--- src/rtl/decode_buffered_pkg.sv ---
// Shared decode types: control fields produced by control_unit and the
// forwarding-source record used by the decode stage.
package decode_buffered_pkg;

  localparam logic [6:0] OPC_OP_IMM = 7'b0010011;
  localparam logic [6:0] OPC_OP     = 7'b0110011;
  localparam logic [6:0] OPC_LUI    = 7'b0110111;
  localparam logic [6:0] OPC_AUIPC  = 7'b0010111;
  localparam logic [6:0] OPC_JAL    = 7'b1101111;
  localparam logic [6:0] OPC_JALR   = 7'b1100111;
  localparam logic [6:0] OPC_BRANCH = 7'b1100011;
  localparam logic [6:0] OPC_LOAD   = 7'b0000011;
  localparam logic [6:0] OPC_STORE  = 7'b0100011;
  localparam logic [6:0] OPC_SYSTEM = 7'b1110011;

  localparam logic [31:0] INSTR_EBREAK = 32'h0010_0073;

  typedef enum logic [3:0] {
    ALU_ADD, ALU_SUB, ALU_SLL, ALU_SLT, ALU_SLTU,
    ALU_XOR, ALU_SRL, ALU_SRA, ALU_OR, ALU_AND
  } alu_op_t;

  typedef enum logic [1:0] {
    REG_FILE_RS1, ALU1_PC, ALU1_ZERO
  } alu_1_src_t;

  typedef enum logic [1:0] {
    REG_FILE_RS2, ALU2_IMMEDIATE, ALU2_FOUR
  } alu_2_src_t;

  typedef struct packed {
    alu_op_t    alu_op;
    alu_1_src_t alu_1_src;
    alu_2_src_t alu_2_src;
    logic [31:0] immediate;
    logic       reg_we;
    logic       memory_we;
    logic       memory_re;
    logic [2:0] memory_funct3;
    logic       branch;
    logic [2:0] branch_funct3;
    logic       jump;
    logic       ebreak;
    logic       illegal;
  } decoded_instruction_t;

  typedef struct packed {
    logic [4:0]  address;
    logic        valid;
    logic [31:0] data;
  } fwd_source_t;

endpackage

--- src/rtl/control_unit.sv ---
// Combinational RV32I control decoder: opcode/funct fields to ALU source
// selection, immediate, register-write and memory/branch/jump controls.
module control_unit
  import decode_buffered_pkg::*;
(
  input  logic [31:0]          instruction,
  output decoded_instruction_t decoded
);

  logic [6:0]  opcode;
  logic [2:0]  funct3;
  logic        alt;
  logic [31:0] imm_i, imm_s, imm_b, imm_u, imm_j;

  assign opcode = instruction[6:0];
  assign funct3 = instruction[14:12];
  assign alt    = instruction[30];

  assign imm_i = {{20{instruction[31]}}, instruction[31:20]};
  assign imm_s = {{20{instruction[31]}}, instruction[31:25], instruction[11:7]};
  assign imm_b = {{19{instruction[31]}}, instruction[31], instruction[7],
                  instruction[30:25], instruction[11:8], 1'b0};
  assign imm_u = {instruction[31:12], 12'b0};
  assign imm_j = {{11{instruction[31]}}, instruction[31], instruction[19:12],
                  instruction[20], instruction[30:21], 1'b0};

  function automatic alu_op_t arith_op(input logic [2:0] f3, input logic sub_sra);
    case (f3)
      3'b000:  arith_op = sub_sra ? ALU_SUB : ALU_ADD;
      3'b001:  arith_op = ALU_SLL;
      3'b010:  arith_op = ALU_SLT;
      3'b011:  arith_op = ALU_SLTU;
      3'b100:  arith_op = ALU_XOR;
      3'b101:  arith_op = sub_sra ? ALU_SRA : ALU_SRL;
      3'b110:  arith_op = ALU_OR;
      default: arith_op = ALU_AND;
    endcase
  endfunction

  always_comb begin
    decoded           = '0;
    decoded.alu_op    = ALU_ADD;
    decoded.alu_1_src = ALU1_ZERO;
    decoded.alu_2_src = ALU2_IMMEDIATE;
    case (opcode)
      OPC_OP_IMM: begin
        // addi has no subtract form, so bit 30 only matters for shifts
        decoded.alu_op    = arith_op(funct3, alt && (funct3 == 3'b101));
        decoded.alu_1_src = REG_FILE_RS1;
        decoded.immediate = imm_i;
        decoded.reg_we    = 1'b1;
      end
      OPC_OP: begin
        decoded.alu_op    = arith_op(funct3, alt);
        decoded.alu_1_src = REG_FILE_RS1;
        decoded.alu_2_src = REG_FILE_RS2;
        decoded.reg_we    = 1'b1;
      end
      OPC_LUI: begin
        decoded.immediate = imm_u;
        decoded.reg_we    = 1'b1;
      end
      OPC_AUIPC: begin
        decoded.alu_1_src = ALU1_PC;
        decoded.immediate = imm_u;
        decoded.reg_we    = 1'b1;
      end
      OPC_JAL: begin
        decoded.alu_1_src = ALU1_PC;
        decoded.alu_2_src = ALU2_FOUR;
        decoded.immediate = imm_j;
        decoded.reg_we    = 1'b1;
        decoded.jump      = 1'b1;
      end
      OPC_JALR: begin
        decoded.alu_1_src = REG_FILE_RS1;
        decoded.immediate = imm_i;
        decoded.reg_we    = 1'b1;
        decoded.jump      = 1'b1;
      end
      OPC_BRANCH: begin
        decoded.alu_op        = ALU_SUB;
        decoded.alu_1_src     = REG_FILE_RS1;
        decoded.alu_2_src     = REG_FILE_RS2;
        decoded.immediate     = imm_b;
        decoded.branch        = 1'b1;
        decoded.branch_funct3 = funct3;
      end
      OPC_LOAD: begin
        decoded.alu_1_src     = REG_FILE_RS1;
        decoded.immediate     = imm_i;
        decoded.reg_we        = 1'b1;
        decoded.memory_re     = 1'b1;
        decoded.memory_funct3 = funct3;
      end
      OPC_STORE: begin
        decoded.alu_1_src     = REG_FILE_RS1;
        decoded.immediate     = imm_s;
        decoded.memory_we     = 1'b1;
        decoded.memory_funct3 = funct3;
      end
      OPC_SYSTEM: decoded.ebreak = (instruction == INSTR_EBREAK);
      default:    decoded.illegal = 1'b1;
    endcase
  end

endmodule

--- src/rtl/forward_select.sv ---
// Resolves one source operand against the downstream forwarding sources:
// lowest-index match wins, an unfinished match reports pending.
module forward_select #(
  parameter int XLEN       = 32,
  parameter int FWD_STAGES = 3
) (
  input  logic [4:0]                 address,
  input  logic [XLEN-1:0]            reg_data,
  input  logic [5*FWD_STAGES-1:0]    fwd_address,
  input  logic [FWD_STAGES-1:0]      fwd_valid,
  input  logic [XLEN*FWD_STAGES-1:0] fwd_data,
  output logic [XLEN-1:0]            data,
  output logic                       pending
);

  // Walk oldest to youngest so the youngest matching source is applied last.
  always_comb begin
    data    = reg_data;
    pending = 1'b0;
    if (address == 5'd0) begin
      data = '0;
    end else begin
      for (int i = FWD_STAGES - 1; i >= 0; i--) begin
        if (fwd_address[5*i +: 5] == address) begin
          data    = fwd_data[XLEN*i +: XLEN];
          pending = !fwd_valid[i];
        end
      end
    end
  end

endmodule

--- src/rtl/decode_buffered.sv ---
// Decode stage with operand forwarding, hazard stall and a 2-entry
// valid/ready output buffer; counts hazard-stall cycles.
module decode_buffered
  import decode_buffered_pkg::*;
#(
  parameter int XLEN       = 32,
  parameter int FWD_STAGES = 3
) (
  input  logic                       clk,
  input  logic                       rst,
  input  logic                       in_valid,
  output logic                       in_ready,
  input  logic [XLEN-1:0]            in_pc,
  input  logic [31:0]                in_instruction,
  input  logic                       flush,
  output logic [4:0]                 reg_a_1,
  output logic [4:0]                 reg_a_2,
  input  logic [XLEN-1:0]            reg_rd1,
  input  logic [XLEN-1:0]            reg_rd2,
  input  logic [5*FWD_STAGES-1:0]    fwd_address,
  input  logic [FWD_STAGES-1:0]      fwd_valid,
  input  logic [XLEN*FWD_STAGES-1:0] fwd_data,
  output logic                       out_valid,
  input  logic                       out_ready,
  output logic [XLEN-1:0]            out_pc,
  output decoded_instruction_t       out_instruction,
  output logic [XLEN-1:0]            out_rs1_data,
  output logic [XLEN-1:0]            out_rs2_data,
  output logic [4:0]                 out_rd_address,
  output logic [31:0]                stall_count
);

  decoded_instruction_t dec_p0;
  logic [XLEN-1:0]      rs1_data_p0, rs2_data_p0;
  logic                 rs1_pend_p0, rs2_pend_p0;
  logic                 rs1_buf_hit, rs2_buf_hit;
  logic                 uses_rs1, uses_rs2, hazard;
  logic                 push, pop, tail;
  logic [4:0]           rd_p0;

  logic [1:0]           count_p1;
  logic [XLEN-1:0]      pc_p1  [2];
  decoded_instruction_t dec_p1 [2];
  logic [XLEN-1:0]      rs1_p1 [2];
  logic [XLEN-1:0]      rs2_p1 [2];
  logic [4:0]           rd_p1  [2];
  logic [31:0]          stall_p1;

  // ---- stage p0: decode and operand resolution ----
  control_unit u_control_unit (
    .instruction (in_instruction),
    .decoded     (dec_p0)
  );

  assign reg_a_1 = in_instruction[19:15];
  assign reg_a_2 = in_instruction[24:20];

  forward_select #(.XLEN(XLEN), .FWD_STAGES(FWD_STAGES)) u_fwd_rs1 (
    .address     (reg_a_1),
    .reg_data    (reg_rd1),
    .fwd_address (fwd_address),
    .fwd_valid   (fwd_valid),
    .fwd_data    (fwd_data),
    .data        (rs1_data_p0),
    .pending     (rs1_pend_p0)
  );

  forward_select #(.XLEN(XLEN), .FWD_STAGES(FWD_STAGES)) u_fwd_rs2 (
    .address     (reg_a_2),
    .reg_data    (reg_rd2),
    .fwd_address (fwd_address),
    .fwd_valid   (fwd_valid),
    .fwd_data    (fwd_data),
    .data        (rs2_data_p0),
    .pending     (rs2_pend_p0)
  );

  // Buffered writers are not forwardable yet; an entry being popped this
  // cycle still counts, which keeps the check off the out_ready path.
  always_comb begin
    rs1_buf_hit = 1'b0;
    rs2_buf_hit = 1'b0;
    for (int i = 0; i < 2; i++) begin
      if (i < int'(count_p1) && rd_p1[i] != 5'd0) begin
        if (rd_p1[i] == reg_a_1) rs1_buf_hit = 1'b1;
        if (rd_p1[i] == reg_a_2) rs2_buf_hit = 1'b1;
      end
    end
  end

  assign uses_rs1 = (dec_p0.alu_1_src == REG_FILE_RS1);
  assign uses_rs2 = (dec_p0.alu_2_src == REG_FILE_RS2) || dec_p0.memory_we;
  assign hazard   = in_valid && ((uses_rs1 && (rs1_pend_p0 || rs1_buf_hit)) ||
                                 (uses_rs2 && (rs2_pend_p0 || rs2_buf_hit)));

  assign in_ready = (count_p1 < 2'd2) && !hazard;
  assign push     = in_valid && in_ready && !flush;
  assign pop      = out_valid && out_ready;
  assign tail     = count_p1[0] && !pop;
  assign rd_p0    = dec_p0.reg_we ? in_instruction[11:7] : 5'd0;

  // ---- stage p1: output buffer, entry 0 is the head ----
  always_ff @(posedge clk or posedge rst) begin
    if (rst) begin
      count_p1 <= 2'd0;
      stall_p1 <= '0;
      for (int i = 0; i < 2; i++) begin
        pc_p1[i]  <= '0;
        dec_p1[i] <= '0;
        rs1_p1[i] <= '0;
        rs2_p1[i] <= '0;
        rd_p1[i]  <= '0;
      end
    end else begin
      if (hazard && !flush && stall_p1 != '1) stall_p1 <= stall_p1 + 32'd1;
      if (flush) begin
        count_p1 <= 2'd0;
      end else begin
        if (pop) begin
          pc_p1[0]  <= pc_p1[1];
          dec_p1[0] <= dec_p1[1];
          rs1_p1[0] <= rs1_p1[1];
          rs2_p1[0] <= rs2_p1[1];
          rd_p1[0]  <= rd_p1[1];
        end
        if (push) begin
          pc_p1[tail]  <= in_pc;
          dec_p1[tail] <= dec_p0;
          rs1_p1[tail] <= rs1_data_p0;
          rs2_p1[tail] <= rs2_data_p0;
          rd_p1[tail]  <= rd_p0;
        end
        count_p1 <= count_p1 + {1'b0, push} - {1'b0, pop};
      end
    end
  end

  assign out_valid       = (count_p1 != 2'd0);
  assign out_pc          = pc_p1[0];
  assign out_instruction = dec_p1[0];
  assign out_rs1_data    = rs1_p1[0];
  assign out_rs2_data    = rs2_p1[0];
  assign out_rd_address  = rd_p1[0];
  assign stall_count     = stall_p1;

endmodule

--- config.mk ---
export PLATFORM = sky130hd
export DESIGN_NAME = decode_buffered
export DESIGN_NICKNAME = d
export VERILOG_FILES = /design/src/rtl/decode_buffered_pkg.sv /design/src/rtl/control_unit.sv /design/src/rtl/forward_select.sv /design/src/rtl/decode_buffered.sv
export SDC_FILE = /design/constraint.sdc
export NUM_CORES = 1
export LEC_CHECK = 0
export CAP_MARGIN = 20
export CORE_ASPECT_RATIO = 1.5
export CORE_MARGIN = 5
export CORE_UTILIZATION = 55
export CTS_BUF_LIST = sky130_fd_sc_hd__clkbuf_4 sky130_fd_sc_hd__clkbuf_8
export DETAILED_ROUTE_END_ITERATION = 10
export PLACE_DENSITY = 0.94
export SYNTH_ARGS = -nofsm -noshare
export SYNTH_HDL_FRONTEND = slang
export SYNTH_HIERARCHICAL = 1
export SYNTH_SLANG_ARGS = --single-unit
--- constraint.sdc ---
create_clock -name clk -period 24.9 [get_ports clk]
set_input_delay 2.49 -clock clk [delete_from_list [all_inputs] [get_ports clk]]
set_output_delay 2.49 -clock clk [all_outputs]
set_load 0.03 [all_outputs]
==> results by group, run 1 <==
CTS
  • # Post-CTS Setup Buffers: 0
  • Clock transition at path regs: roughly 60 ps
  • Num CTS Buffers: 53
  • Clk Latency, worst-skew pair: a little over 600 ps
  • CTS tree: done
  • CTS Buffer Depth: 3
  • Clock root cell: clkbuf_8
  • Clock Sinks: 342
  • Hold-fix buffers, CTS: 0
  • H-tree lvl count: 2
  • Post_cts resized: 0

Synth
  • Post-Syn Area: ~0.02 sq mm
  • FFs w/ async S/R, synth: 1.00
  • Yosys top cell by area: dfrtp_1
  • Yosys top cell area share: 0.427
  • Yosys reg bits: 342
  • Ys Warns: 6
  • Syn_nets: around 2300
  • Synth area leaders: dfrtp_1 43%, nand2_1 7.7%, mux2_4 7.5%
  • Synth cell types: roughly 60
  • Most used DFF post-synth: dfrtp_1
  • Syn_area_per_cell: 9.86 sq um
  • Register area share after synthesis: 0.427
  • Cells after Synth: about 2000
  • Number of synthesized flops with an enable pin: 0

Finish
  • Most frequent cells in the layout: 443 x clkdlybuf4s50_1, 412 x nand2_1, 342 x dfrtp_1, 164 x nor3_1, 154 x a31oi_1
  • NumNets Final: about 2500
  • Ratio of cells with drive above 1 in the final layout: 0.160
  • Area of the multi-input gates: approximately 0.009 sq mm
  • Layout Area Growth over Synthesis: 21.7%
  • Fillcell total: between 2000 and 3000
  • Sequential Area: around 0.0086 sq mm
  • Commonest non-fill, non-tap cell in the layout: clkdlybuf4s50_1

Placed design
  • Final RePlAce weighted congestion: 0.993
  • PortBufs: 444
  • DP Wirelength: approximately 44000 microns

Drt
  • Drt drc: 0
  • Detail Route Antenna Nets: 0
  • Drt total wl: approximately 65000 microns
  • DR vias/cell: just over 6
  • WL/cell: between 20 and 25 microns
  • Initial DRC count: approximately 1200
  • TritonRoute pass-1 iters: 5
  • Vias: approximately 17000

STA
  • Fmax: 113 MHz
  • Fin Setup TNS: 0 ps
  • Worst Skew: between 20 and 25 ps
  • Final hold vios: 0
  • Minimum clock period: 8830 ps
  • Period utilization: 0.354
  • Slew @ Worst Pin: around 1100 ps
  • Slew Limit Fails: 0
  • Final setup viols: 0
  • RSZ-0062 raised after global routing: no
  • Slew HR: 0.242

Run status
  • Status: finished, final reports clean

Global route
  • First-pass GRT wire length: roughly 100000 microns
  • Initial antenna violation count: 6
  • Maximum number of pins on one net before global-route repair: between 200 and 250
  • GRT Overall Usage: 0.308
  • Congestion Overflow GR: 0
  • Vias in the first global route: between 15000 and 20000

Critical path
  • Critical path capture point type: output pin
  • Critical path arrival: between 6000 and 7000 ps
  • Max FO, Critical Path: 33
  • Req. time, crit path: between 20000 and 25000 ps
  • CP Launch Type: primary input
  • Crit path kind: in2out

Power
  • Leak Pwr: 10.6 nW
  • Pwr Total: between 2 and 3 mW
  • Max rail drop VDD: roughly 0.000053 V
  • PD cells: 103 mW/mm^2

Floorplanning
  • Die Y: around 240 microns
  • I/O pins: 445
  • Core region area: around 0.036 sq mm
  • Die footprint: between 0.04 and 0.05 sq mm
  • Row count: 85
  • Starting density of the core: 0.558
  • Die width: 166 microns

Hold path
  • Hold crit path type: reg2reg

Job
  • Max-Cap Viols: 0
worst paths after layout:
path / startpoint / endpoint / slack, ps / depth (start not counted)
setup / recovery: in_instruction[20] / in_ready / 16070 / 12
hold / removal: stall_count[24]$_DFFE_PP0P_ / stall_count[24]$_DFFE_PP0P_ / 500 / 1
setup reg to reg: out_rd_address[2]$_DFFE_PP0N_ / out_rs1_data[30]$_DFFE_PP0N_ / 20620 / 10
hold reg to reg: stall_count[24]$_DFFE_PP0P_ / stall_count[24]$_DFFE_PP0P_ / 500 / 1
max in group asynchronous: rst / out_pc[26]$_DFFE_PP0N_ / 20110 / 4
min in group asynchronous: rst / out_rs1_data[22]$_DFFE_PP0N_ / 2470 / 2
cells in the mapped netlist, types with 8 or more instances:
| master | number |
|---|---|
| a31oi_1 | 154 |
| buf_6 | 21 |
| nor3_1 | 167 |
| o21ai_0 | 13 |
| mux2_2 | 50 |
| nand4_1 | 13 |
| a21oi_1 | 14 |
| a21o_2 | 10 |
| and3_1 | 8 |
| buf_4 | 165 |
| mux2i_1 | 66 |
| nand2_1 | 412 |
| mux2_4 | 100 |
| nand3_1 | 25 |
| o221ai_2 | 60 |
| inv_1 | 72 |
| and2_1 | 15 |
| dfrtp_1 | 342 |
| nor4_1 | 14 |
| xor2_1 | 35 |
| nor2_1 | 25 |
| buf_2 | 32 |
| clkbuf_1 | 84 |
| a21o_1 | 10 |
| xnor2_1 | 48 |
worst max-delay path, stage by stage:
cell and delay, ps:
clkdlybuf4s50_1 800, xnor2_1 300, nand3_1 150, nor3_4 60, buf_4 320, and3b_2 320
o31a_1 330, o32ai_2 280, o31ai_1 110, buf_4 200, a21oi_1 230, clkdlybuf4s50_1 720
logic make-up (layout without fill, tap and decap cells):
logic type,Yosys count,after routing,share of synthesized area
compound gates,286,286,0.119
other cells,0,3,0
fa+ha+maj,4,4,0.00250
flops,342,342,0.427
simple gates,720,720,0.163
mux,216,216,0.136
xor+xnor,83,83,0.0363
buf+inv,382,630,0.117
power breakdown:
group          leakage [nW]  total, mW  internal [mW]  switching [mW]
combinational          5.82       1.09          0.473           0.613
clock                 0.607      0.512          0.285           0.227
sequential             4.16      0.912          0.771           0.141
metal layers:
| metal | part of all wire | track usage | vias up | wire (microns) |
|---|---|---|---|---|
| li1 | - | - | 7338 | - |
| met1 | 0.36 | 0.351 | 8351 | 23500 |
| met4 | 0.069 | 0.186 | 6 | 4430 |
| met5 | 0.00040 | 0 | - | 26 |
| met3 | 0.080 | 0.0772 | 234 | 5180 |
| met2 | 0.49 | 0.521 | 916 | 31600 |
stage by stage:
step           setup WS (ps)  cell area, sq um  cells  utilization  hold WS (ps)
2_1_floorplan          12930             20000   2033            -           479
3_3_place_gp           16220             23200   2664        0.646           476
3_5_place_dp           16120             23200   2664        0.646           482
4_1_cts                16110             24400   2759        0.678           503
5_1_grt                15950             24400   2762        0.678           522
6_report               16070             24400   2762        0.678           502
final cells by class:
class                      count  share of cell area
multi-input combinational   1309               0.377
sequential                   342               0.351
timing repair buffer         463               0.189
clock buffer                  84              0.0425
tap                          478              0.0245
inverter                      72              0.0114
clock inverter                11             0.00477
antenna                        3            0.000308
Power figures use the tool's default switching activity.
==> run 2: changes to the inputs <==
--- a/config.mk
+++ b/config.mk
@@ -8,10 +8,10 @@
 export CAP_MARGIN = 20
 export CORE_ASPECT_RATIO = 1.5
 export CORE_MARGIN = 5
-export CORE_UTILIZATION = 55
+export CORE_UTILIZATION = 53
 export CTS_BUF_LIST = sky130_fd_sc_hd__clkbuf_4 sky130_fd_sc_hd__clkbuf_8
 export DETAILED_ROUTE_END_ITERATION = 10
-export PLACE_DENSITY = 0.94
+export PLACE_DENSITY = 0.91
 export SYNTH_ARGS = -nofsm -noshare
 export SYNTH_HDL_FRONTEND = slang
 export SYNTH_HIERARCHICAL = 1
==> constraint.sdc (replaced) <==
create_clock -name clk -period 9 [get_ports clk]
set_input_delay 0.9 -clock clk [delete_from_list [all_inputs] [get_ports clk]]
set_output_delay 0.9 -clock clk [all_outputs]
set_load 0.03 [all_outputs]
==> run 2 against run 1 <==
Effect of this change: clock skew rose by 3.4 ps; largest power group unchanged; sequential share of layout area is 0.24 points lower; non-clock buffer count is 6 higher; via count down 0.43%; sequential power grew to 2.8 times the previous value; setup slack lost 13000 ps; wire length is 2.7% lower; global-route usage shrank 2.2 points; total power rose to 2.8 times the previous value.
==> results by group, run 2 (synthesis results as in run 1) <==
Critical path
  • Critical path capture point type: flip-flop
  • Crit path kind: in2reg
  • Max FO, Critical Path: 62 (+88%)
  • Critical path arrival: 6670 ps (+330 ps)
  • CP Launch Type: primary input
  • Setup slack, reg-to-reg: 4100 ps (-16520 ps)
  • Launch instance of the worst register-to-register path: count_p1[1]$_DFF_PP0_
  • FF-to-FF path depth: 11 (+1)
  • Critical Path Start: in_instruction[24]
  • Req. time, crit path: 9470 ps (-12940 ps)

STA
  • Minimum clock period: about 6200 ps
  • Slew HR: 0.233 (-0.00916)
  • Final hold vios: 0 (unchanged)
  • Slew @ Worst Pin: 1150 ps (+13.7 ps)
  • Fmax: 161 MHz
  • Final setup viols: 0 (unchanged)
  • Period utilization: 0.689
  • Setup WS post-layout: 2800 ps (-13270 ps)
  • Worst Skew: 28.2 ps (+3.41 ps)
  • RSZ-0062 raised after global routing: no
  • Fin Setup TNS: 0 ps (unchanged)
  • Slew Limit Fails: 0 (unchanged)

CTS
  • # Post-CTS Setup Buffers: 0 (unchanged)
  • CTS tree: done
  • H-tree lvl count: 2 (unchanged)
  • Clock transition at path regs: 70 ps (about the same)
  • Num CTS Buffers: 52 (-1.9%)
  • CTS Buffer Depth: 3 (unchanged)
  • Clock Sinks: 342 (unchanged)
  • Clock root cell: clkbuf_8
  • Post_cts resized: 0 (unchanged)
  • Clk Latency, worst-skew pair: 610 ps (about the same)
  • Hold-fix buffers, CTS: 0 (unchanged)

Floorplanning
  • Die footprint: 0.0419 sq mm (+3.6%)
  • Starting density of the core: 0.534 (-0.0239)
  • Core region area: 0.0376 sq mm (+4.5%)
  • Die Y: 248 microns (+1.8%)
  • I/O pins: 445 (unchanged)
  • Row count: 87 (+2.4%)
  • Die width: 169 microns (+1.8%)

Drt
  • Drt drc: 0 (unchanged)
  • Detail Route Antenna Nets: 0 (unchanged)
  • WL/cell: 22.6 microns (-3.3%)
  • Vias: 16800 (-0.43%)
  • Drt total wl: 63000 microns (-2.7%)
  • DR vias/cell: 6.03 (-1.1%)
  • TritonRoute pass-1 iters: 8 (+3)
  • Initial DRC count: 1461 (+18%)

Power
  • Leak Pwr: 10.7 nW (+0.71%)
  • Pwr Total: 7.00 mW (+180%)
  • Max rail drop VDD: 0.000196 V (+270%)
  • PD cells: 285 mW/mm^2 (+180%)

Finish
  • Most frequent cells in the layout: 443 x clkdlybuf4s50_1, 412 x nand2_1, 342 x dfrtp_1, 165 x nor3_1, 154 x a31oi_1
  • Share of the core filled with cells: 0.654 (-0.0246)
  • Ratio of cells with drive above 1 in the final layout: 0.163 (+0.00250)
  • Layout Area Growth over Synthesis: 22.5%
  • NumNets Final: 2497 (+0.20%)
  • Commonest non-fill, non-tap cell in the layout: clkdlybuf4s50_1
  • Final Cell Area: 0.0246 sq mm (+0.69%)

Global route
  • Vias in the first global route: 17400 (-1.3%)
  • Maximum number of pins on one net before global-route repair: 187 (-17%)
  • GRT Overall Usage: 0.286 (-0.0219)
  • First-pass GRT wire length: 96300 microns (-3.8%)
  • Congestion Overflow GR: 0 (unchanged)
  • Initial antenna violation count: 4 (-2)

Placed design
  • PortBufs: 444 (unchanged)
  • Area after DPL: 0.0232 sq mm (about the same)
  • DP Wirelength: 43500 microns (-1.5%)
  • DP Worst Slack: 2060 ps (-14060 ps)
  • Final RePlAce weighted congestion: 0.925 (-6.8%)

Job
  • Max-Cap Viols: 0 (unchanged)

Hold path
  • Hold crit path type: reg2reg
  • Worst Hold Depth: 1 (unchanged)

Run status
  • Status: finished, final reports clean
-- run 2: where the power goes --
| group | switching [mW] | internal (mW) | total (mW) |
|---|---|---|---|
| logic | 1.68 | 1.31 | 2.99 |
| clock network | 0.632 | 0.833 | 1.47 |
| registers | 0.410 | 2.13 | 2.54 |
-- run 2: layer usage --
| metal | track usage | wire length (microns) | part of all wire | up-vias |
|---|---|---|---|---|
| met5 | 0 | 12 | 0.00019 | - |
| met4 | 0.149 | 3590 | 0.057 | 2 |
| met3 | 0.0733 | 5540 | 0.088 | 210 |
| met2 | 0.483 | 31000 | 0.49 | 908 |
| met1 | 0.336 | 22900 | 0.36 | 8294 |
| li1 | - | - | - | 7359 |
-- run 2: worst max-delay path, cell delays in order --
cell and delay (ps):
clkdlybuf4s50_1 710, xnor2_1 400, nand3_1 180, nor3_4 190
buf_4 530, and3b_2 280, o31a_1 180, o32ai_2 110
o31ai_1 90, clkbuf_4 250, or4b_4 570, buf_4 820
buf_4 640, buf_12 330, mux2_4 330
-- run 2: area by class of cell --
cell class,instances,area [sq um]
fill,2837,13000
clock buffer,81,1050
multi-input combinational,1309,9180
clock inverter,16,163
inverter,72,274
timing repair buffer,469,4710
sequential,342,8560
tap,489,612
antenna,3,7.51
-- run 2: worst min-delay path by stage --
stage | start | end | slack, ps
after global routing | flip-flop | flip-flop | 510
final | stall_count[24]$_DFFE_PP0P_ | stall_count[24]$_DFFE_PP0P_ | 490
after CTS | stall_count[24]$_DFFE_PP0P_ | stall_count[24]$_DFFE_PP0P_ | 490
after detailed placement | stall_count[24]$_DFFE_PP0P_ | stall_count[24]$_DFFE_PP0P_ | 480
after floorplan | flip-flop | flip-flop | 480
after global placement | stall_count[22]$_DFFE_PP0P_ | stall_count[22]$_DFFE_PP0P_ | 480
-- run 2: stage by stage --
step                hold WS, ps  instances
floorplan                   479       2033
global placement            477       2675
detailed placement          477       2676
CTS                         492       2773
global route                515       2781
finish                      493       2781
